<file path="src/rtl/matmul_pkg.sv">
// Shared constants, FSM state type and index helpers for the 3x3 sequential matrix multiplier.
package matmul_pkg;

  localparam int DIM       = 3;
  localparam int N_ELEM    = DIM * DIM;
  localparam int IDX_W     = 4;
  localparam int ACC_GUARD = 2;  // headroom bits for summing DIM products

  typedef enum logic [2:0] {
    S_IDLE,
    S_ISSUE,
    S_DRAIN,
    S_WRITE,
    S_DONE
  } state_t;

  function automatic int acc_width(input int data_w);
    return 2 * data_w + ACC_GUARD;
  endfunction

  // A is row-major: element (e/3, k).  B is row-major: element (k, e%3).
  function automatic logic [IDX_W-1:0] a_idx(input logic [IDX_W-1:0] e, input logic [1:0] k);
    return (e / IDX_W'(DIM)) * IDX_W'(DIM) + IDX_W'(k);
  endfunction

  function automatic logic [IDX_W-1:0] b_idx(input logic [IDX_W-1:0] e, input logic [1:0] k);
    return IDX_W'(k) * IDX_W'(DIM) + (e % IDX_W'(DIM));
  endfunction

endpackage

</file>
<file path="src/rtl/matmul_mac.sv">
// Unsigned multiply-accumulate: loads the product on the first term, otherwise adds it.
module matmul_mac #(
  parameter int DATA_WIDTH = 8,
  parameter int ACC_W      = 2 * DATA_WIDTH + 2
) (
  input  logic                  clk,
  input  logic                  rst,
  input  logic                  i_en,
  input  logic                  i_first,
  input  logic [DATA_WIDTH-1:0] i_a,
  input  logic [DATA_WIDTH-1:0] i_b,
  output logic [ACC_W-1:0]      o_acc
);

  logic [2*DATA_WIDTH-1:0] w_prod;
  logic [ACC_W-1:0]        r_acc;

  assign w_prod = i_a * i_b;

  // NOTE: clocked state uses non-blocking assignments so every register samples pre-edge values.
  always_ff @(posedge clk or posedge rst) begin
    if (rst) begin
      r_acc <= '0;
    end else if (i_en) begin
      r_acc <= i_first ? ACC_W'(w_prod) : r_acc + ACC_W'(w_prod);
    end
  end

  assign o_acc = r_acc;

endmodule

</file>
<file path="src/rtl/matmul_seq_ctrl.sv">
// Sequencer for C = A x B (3x3) over synchronous-ROM operands; one MAC, one element at a time.
// Optional busy-cycle counter enabled by defining MATMUL_SEQ_PERF_CNT_EN.
module matmul_seq_ctrl
  import matmul_pkg::*;
#(
  parameter int DATA_WIDTH = 8,
  parameter int ACC_W      = acc_width(DATA_WIDTH)
) (
  input  logic                  clk,
  input  logic                  rst,
  input  logic                  i_start,
  output logic                  o_busy,
  output logic                  o_done,
  output logic [IDX_W-1:0]      o_a_addr,
  output logic [IDX_W-1:0]      o_b_addr,
  input  logic [DATA_WIDTH-1:0] i_a_data,
  input  logic [DATA_WIDTH-1:0] i_b_data,
  output logic                  o_c_we,
  input  logic                  i_c_ready,
  output logic [IDX_W-1:0]      o_c_addr,
  output logic [ACC_W-1:0]      o_c_data,
  output logic [15:0]           o_cycle_count
);

  localparam logic [IDX_W-1:0] LAST_E = IDX_W'(N_ELEM - 1);
  localparam logic [1:0]       LAST_K = 2'(DIM - 1);

  state_t           r_state;
  logic [IDX_W-1:0] r_e;
  logic [1:0]       r_k;
  logic             r_busy;
  logic             r_done;
  logic             r_c_we;
  logic [IDX_W-1:0] r_a_addr;
  logic [IDX_W-1:0] r_b_addr;
  logic [IDX_W-1:0] r_c_addr;
  logic             r_mac_en;
  logic             r_mac_first;
  logic [ACC_W-1:0] w_acc;

  always_ff @(posedge clk or posedge rst) begin
    if (rst) begin
      r_state     <= S_IDLE;
      r_e         <= '0;
      r_k         <= '0;
      r_busy      <= 1'b0;
      r_done      <= 1'b0;
      r_c_we      <= 1'b0;
      r_a_addr    <= '0;
      r_b_addr    <= '0;
      r_c_addr    <= '0;
      r_mac_en    <= 1'b0;
      r_mac_first <= 1'b0;
    end else begin
      // ROM data returns one cycle after the issue, so the MAC controls trail ISSUE by one cycle.
      r_mac_en    <= (r_state == S_ISSUE);
      r_mac_first <= (r_state == S_ISSUE) && (r_k == 2'd0);
      case (r_state)
        S_IDLE: begin
          if (i_start) begin
            r_state  <= S_ISSUE;
            r_busy   <= 1'b1;
            r_e      <= '0;
            r_k      <= '0;
            r_a_addr <= a_idx('0, 2'd0);
            r_b_addr <= b_idx('0, 2'd0);
          end
        end
        S_ISSUE: begin
          if (r_k == LAST_K) begin
            r_state  <= S_DRAIN;
            r_a_addr <= '0;
            r_b_addr <= '0;
          end else begin
            r_k      <= r_k + 2'd1;
            r_a_addr <= a_idx(r_e, r_k + 2'd1);
            r_b_addr <= b_idx(r_e, r_k + 2'd1);
          end
        end
        S_DRAIN: begin
          r_state  <= S_WRITE;
          r_c_we   <= 1'b1;
          r_c_addr <= r_e;
        end
        S_WRITE: begin
          if (i_c_ready) begin
            r_c_we   <= 1'b0;
            r_c_addr <= '0;
            if (r_e == LAST_E) begin
              r_state <= S_DONE;
              r_done  <= 1'b1;
            end else begin
              r_state  <= S_ISSUE;
              r_e      <= r_e + 1'b1;
              r_k      <= '0;
              r_a_addr <= a_idx(r_e + 1'b1, 2'd0);
              r_b_addr <= b_idx(r_e + 1'b1, 2'd0);
            end
          end
        end
        S_DONE: begin
          r_state <= S_IDLE;
          r_done  <= 1'b0;
          r_busy  <= 1'b0;
          r_e     <= '0;
          r_k     <= '0;
        end
        default: r_state <= S_IDLE;
      endcase
    end
  end

  matmul_mac #(
    .DATA_WIDTH (DATA_WIDTH),
    .ACC_W      (ACC_W)
  ) u_mac (
    .clk     (clk),
    .rst     (rst),
    .i_en    (r_mac_en),
    .i_first (r_mac_first),
    .i_a     (i_a_data),
    .i_b     (i_b_data),
    .o_acc   (w_acc)
  );

  assign o_busy   = r_busy;
  assign o_done   = r_done;
  assign o_a_addr = r_a_addr;
  assign o_b_addr = r_b_addr;
  assign o_c_we   = r_c_we;
  assign o_c_addr = r_c_addr;
  // The accumulator is final on WRITE entry and only moves again after the next ISSUE.
  assign o_c_data = r_c_we ? w_acc : '0;

`ifdef MATMUL_SEQ_PERF_CNT_EN
  logic [15:0] r_cycle_count;

  always_ff @(posedge clk or posedge rst) begin
    if (rst) begin
      r_cycle_count <= '0;
    end else if (r_state == S_IDLE) begin
      if (i_start) r_cycle_count <= '0;
    end else if (r_cycle_count != 16'hFFFF) begin
      r_cycle_count <= r_cycle_count + 16'd1;
    end
  end

  assign o_cycle_count = r_cycle_count;
`else
  assign o_cycle_count = '0;
`endif

endmodule

</file>
<file path="config.mk">
export PLATFORM = sky130hd
export DESIGN_NAME = matmul_seq_ctrl
export DESIGN_NICKNAME = d
export VERILOG_FILES = /design/src/rtl/matmul_pkg.sv /design/src/rtl/matmul_mac.sv /design/src/rtl/matmul_seq_ctrl.sv
export SDC_FILE = /design/constraint.sdc
export NUM_CORES = 1
export LEC_CHECK = 0
export CAP_MARGIN = 20
export CORE_UTILIZATION = 58
export CTS_BUF_LIST = sky130_fd_sc_hd__clkbuf_8 sky130_fd_sc_hd__clkbuf_16
export CTS_CLUSTER_DIAMETER = 50
export DETAILED_ROUTE_END_ITERATION = 10
export PLACE_DENSITY_LB_ADDON = 0.3
export SLEW_MARGIN = 40
export SYNTH_ARGS = -nofsm -noshare
export SYNTH_HDL_FRONTEND = slang
export SYNTH_SLANG_ARGS = --single-unit
</file>
<file path="constraint.sdc">
create_clock -name clk -period 4.3 [get_ports clk]
set_clock_uncertainty 0.1 [all_clocks]
set_input_delay 0.86 -clock clk [delete_from_list [all_inputs] [get_ports clk]]
set_output_delay 0.86 -clock clk [all_outputs]
set_load 0.05 [all_outputs]
</file>
==> flow_summary.rst <==
.. list-table::
   :header-rows: 1

   * - Metric
     - Value
   * - Status
     - finished with violations
   * - Violated checks
     - negative setup slack
   * - Summed area of non-filler cells in the final layout
     - 7906 um^2
   * - Clock tree buffer depth
     - 2
   * - Library cell used as clock root buffer
     - clkbuf_8
   * - Mapped cell area
     - 5781 um^2
   * - Initial Util
     - 0.5941
   * - Hold crit path type
     - reg -> reg
   * - Top cell by count, worst path
     - fa_1
   * - Number of input and output port buffers inserted
     - 52
   * - Number of synthesized flops with an enable pin
     - 0
   * - RR Startpoint
     - r_e[0]
   * - Number of rows created at floorplan
     - 36
   * - Setup repair after global routing missed its margin
     - true
   * - Category of cells accounting for the largest share of critical-path delay
     - adder cells
   * - Ratio of routed vias to standard cells
     - 5.887
   * - Detailed Route Iter0 Violations
     - 351
   * - Via count of the first global-routing pass
     - 5478
   * - Startpoint kind of the worst setup timing path
     - input pin
   * - Number of endpoints failing setup at the final stage
     - 13
   * - Largest net degree at the start of global routing
     - 45
   * - Critical Path Start
     - i_b_data[3]
   * - Post-detailed-routing wire length
     - 17460 um
   * - Routed length per placed instance
     - 18.56 um
   * - Total number of vias
     - 5540
   * - Die Footprint
     - 10370 um^2
   * - Fraction of registers with async set or reset after synthesis
     - 1.000
   * - Largest cells by area after synthesis
     - dfrtp_1 (19%), ha_1 (16%), fa_1 (14%)
   * - Mapped Cells
     - 661
   * - Residual DRC
     - 0
   * - Setup TNS Final
     - -14590 ps
   * - Clock tree from TritonCTS
     - yes
   * - Min Tclk post-route
     - 5871 ps
   * - Remaining global-route overflow
     - 0
   * - Synth top area share
     - 0.1905
   * - Part of the cycle the worst path needs
     - 1.365
   * - Die X-Extent
     - 101.8 um
   * - IO Pins
     - 69
   * - Post-placement setup slack
     - -2201 ps
   * - Category of the worst setup path capture point
     - flip-flop
   * - Antenna cells
     - 0
   * - Global-route wire length before repair
     - 24670 um
   * - Count of buffering cells on the critical path with inverters included
     - 5
   * - Total routing resource utilization after global routing
     - 0.3018
   * - Fill cell total of the finished layout
     - 530
   * - Distinct cells, synth
     - 57
   * - Average footprint of a synthesized cell
     - 8.745 um^2
   * - Crit path cell chain
     - buf_2 -> nand2_1 -> fa_1 -> fa_1 -> inv_2 -> fa_1 -> inv_2 -> fa_1 -> inv_2 -> ha_4 -> or3_4 -> o21ai_2 -> nor2b_4 -> xnor2_4 -> ha_4 -> and4_4 -> a221oi_2 -> o21ai_1 -> a21o_1 -> buf_4 -> a21oi_4 -> or3_1 -> nand3_1
   * - Most frequently used cell type in the post-synthesis netlist
     - and2_1
   * - Number of antenna-violating nets in the routed design
     - 0
   * - Count of pins over their slew limit
     - 0
   * - Number of iterations in the first detailed-routing pass
     - 6
   * - Maximum fanout count along the critical path
     - 7
   * - Core Box Area
     - 9729 um^2
   * - Total number of clock tree sinks
     - 44
   * - Vertical die dimension
     - 101.8 um
   * - Clock Pin Slew Worst Setup and Hold Paths
     - 100 ps
   * - Worst setup path class
     - in -> reg
   * - Final HPWL from detailed placement
     - 10710 um
   * - Top cell type by total area after synthesis
     - dfrtp_1
   * - Most frequent cells after synthesis
     - and2_1 (78), inv_1 (73), ha_1 (72)
   * - Layout cells sized above 1
     - 0.2970
   * - Critical Path Max Stage Delay
     - 530 ps
   * - Max-cap violation count
     - 0
   * - Post-route setup slack
     - -1571 ps
   * - Worst relative slew slack
     - 0.5399
   * - Min Hold Slack
     - 402.4 ps
   * - Startpoint of the most critical hold path
     - o_a_addr[1]
   * - Worst-Margin Slew
     - 690.1 ps
   * - Signed area change from the synthesized netlist to the final layout
     - 36.77%
   * - RD Place Congestion
     - 0.8890
   * - FMAX
     - 170.3 MHz
   * - Most used flip-flop cell after synthesis
     - dfrtp_1
   * - Final Hold Violating Endpoints
     - 0
   * - Antenna violations before repair
     - 0
   * - Crit path arrival time
     - 5960 ps
   * - DP Area
     - 7046 um^2
   * - Total of warnings raised by yosys
     - 0
   * - Count of hold buffers inserted by post-cts repair
     - 0
   * - Final-stage net count
     - 940
   * - Number of H-tree levels
     - 2
   * - Critical-path top delay cell
     - fa_1
   * - Part of the Yosys area used for sequential elements
     - 0.1905
   * - Req. time, crit path
     - 4390 ps
   * - Storage cell area
     - 1104 um^2
   * - Number of CTS-inserted buffers
     - 5
   * - Skew-Pair Late Insertion Delay
     - 320 ps
   * - Area of the multi-input gates
     - 4912 um^2
   * - Post-synthesis register bit count
     - 44
-- what timing repair did --
action	4_1_cts	5_1_grt
setup endpoints to repair	14	14
gates resized for setup	128	64
buffers inserted	15	15
gates cloned	0	0
pin swaps	70	70
-- logic make-up after synthesis --
| group | after synthesis | share of synthesized area |
|---|---|---|
| other | 1 | 0.0006487 |
| AO/OA/AOI/OAI | 146 | 0.1623 |
| buffers and inverters | 105 | 0.08052 |
| flip-flops | 44 | 0.1905 |
| XOR/XNOR | 33 | 0.05130 |
| multiplexers | 17 | 0.03052 |
| AND/OR/NAND/NOR | 202 | 0.1864 |
| adder cells (fa/ha/maj) | 113 | 0.2978 |
-- cell usage in the layout, fill, tap and decap left out, drive strengths merged, types with 3 or more instances in the layout --
| master | count |
|---|---|
| xor2 | 11 |
| clkbuf | 7 |
| dfrtp | 44 |
| clkdlybuf4s50 | 36 |
| a21oi | 46 |
| xnor2 | 22 |
| o22ai | 3 |
| nor3 | 4 |
| a22oi | 9 |
| a31oi | 6 |
| a21o | 13 |
| a22o | 4 |
| and3 | 6 |
| o221ai | 3 |
| ha | 72 |
| and2 | 78 |
| inv | 75 |
| a211oi | 5 |
| o21ai | 29 |
| fa | 41 |
| buf | 115 |
| nand2 | 36 |
| o21a | 8 |
| nand2b | 11 |
| nor2b | 12 |
| o211ai | 5 |
| nor2 | 39 |
| conb | 16 |
| mux2i | 15 |
| nand3 | 6 |
-- sequential cells by signal (all words and copies together) (netlist names) --
name and cells:
u_mac.o_acc 18, o_a_addr 4, o_b_addr 4, o_c_addr 4
r_e 4, r_state 3, r_k 2, o_busy 1
o_c_we 1, o_done 1, r_mac_en 1, r_mac_first 1
-- final cells by class --
cell class                 count  share of cell area
multi-input combinational    527              0.6213
timing repair buffer         155              0.1681
sequential                    44              0.1396
inverter                      74             0.03545
tap                          133             0.02105
clock buffer                   5            0.008704
clock inverter                 3            0.005855
-- stage by stage --
stage | instances | utilization
3_5_place_dp | 905 | 0.7242
6_report | 941 | 0.8126
4_1_cts | 928 | 0.7771
2_1_floorplan | 676 | -
5_1_grt | 941 | 0.8126
3_3_place_gp | 905 | 0.7236
-- routing by layer --
metal	wire length [um]	global-route usage	up-vias
li1	-	-	2495
met1	6569	0.3458	2725
met2	9203	0.5608	236
met3	789	0.03625	84
met4	902	0.1396	0
met5	0	0	-
-- worst register-to-register path, cell delays in order, from the launching register on --
cell	delay [ps]
dfrtp_1	520
ha_1	320
nand2b_1	190
o32a_1	360
inv_1	90
ha_1	140
inv_1	40
ha_1	240
o21ai_4	120
xor2_2	120
ha_1	240
nor2_1	150
nand2_1	140
ha_1	240
fa_1	380
xor2_1	170
a22oi_1	200
o21ai_1	100
-- path summary, 6_finish.rpt --
check	endpoint	slack [ps]	cells past startpoint
min	o_a_addr[1]	400	2
max	u_mac.o_acc[15]	-1570	23
min in group asynchronous	u_mac.o_acc[17]	860	2
min reg2reg	o_a_addr[1]	400	2
max in group asynchronous	r_mac_first	2830	2
max reg2reg	o_a_addr[3]	310	17
Power is not shown: default switching activity piles up to over one toggle a cycle in this logic, so the estimate is an artifact.
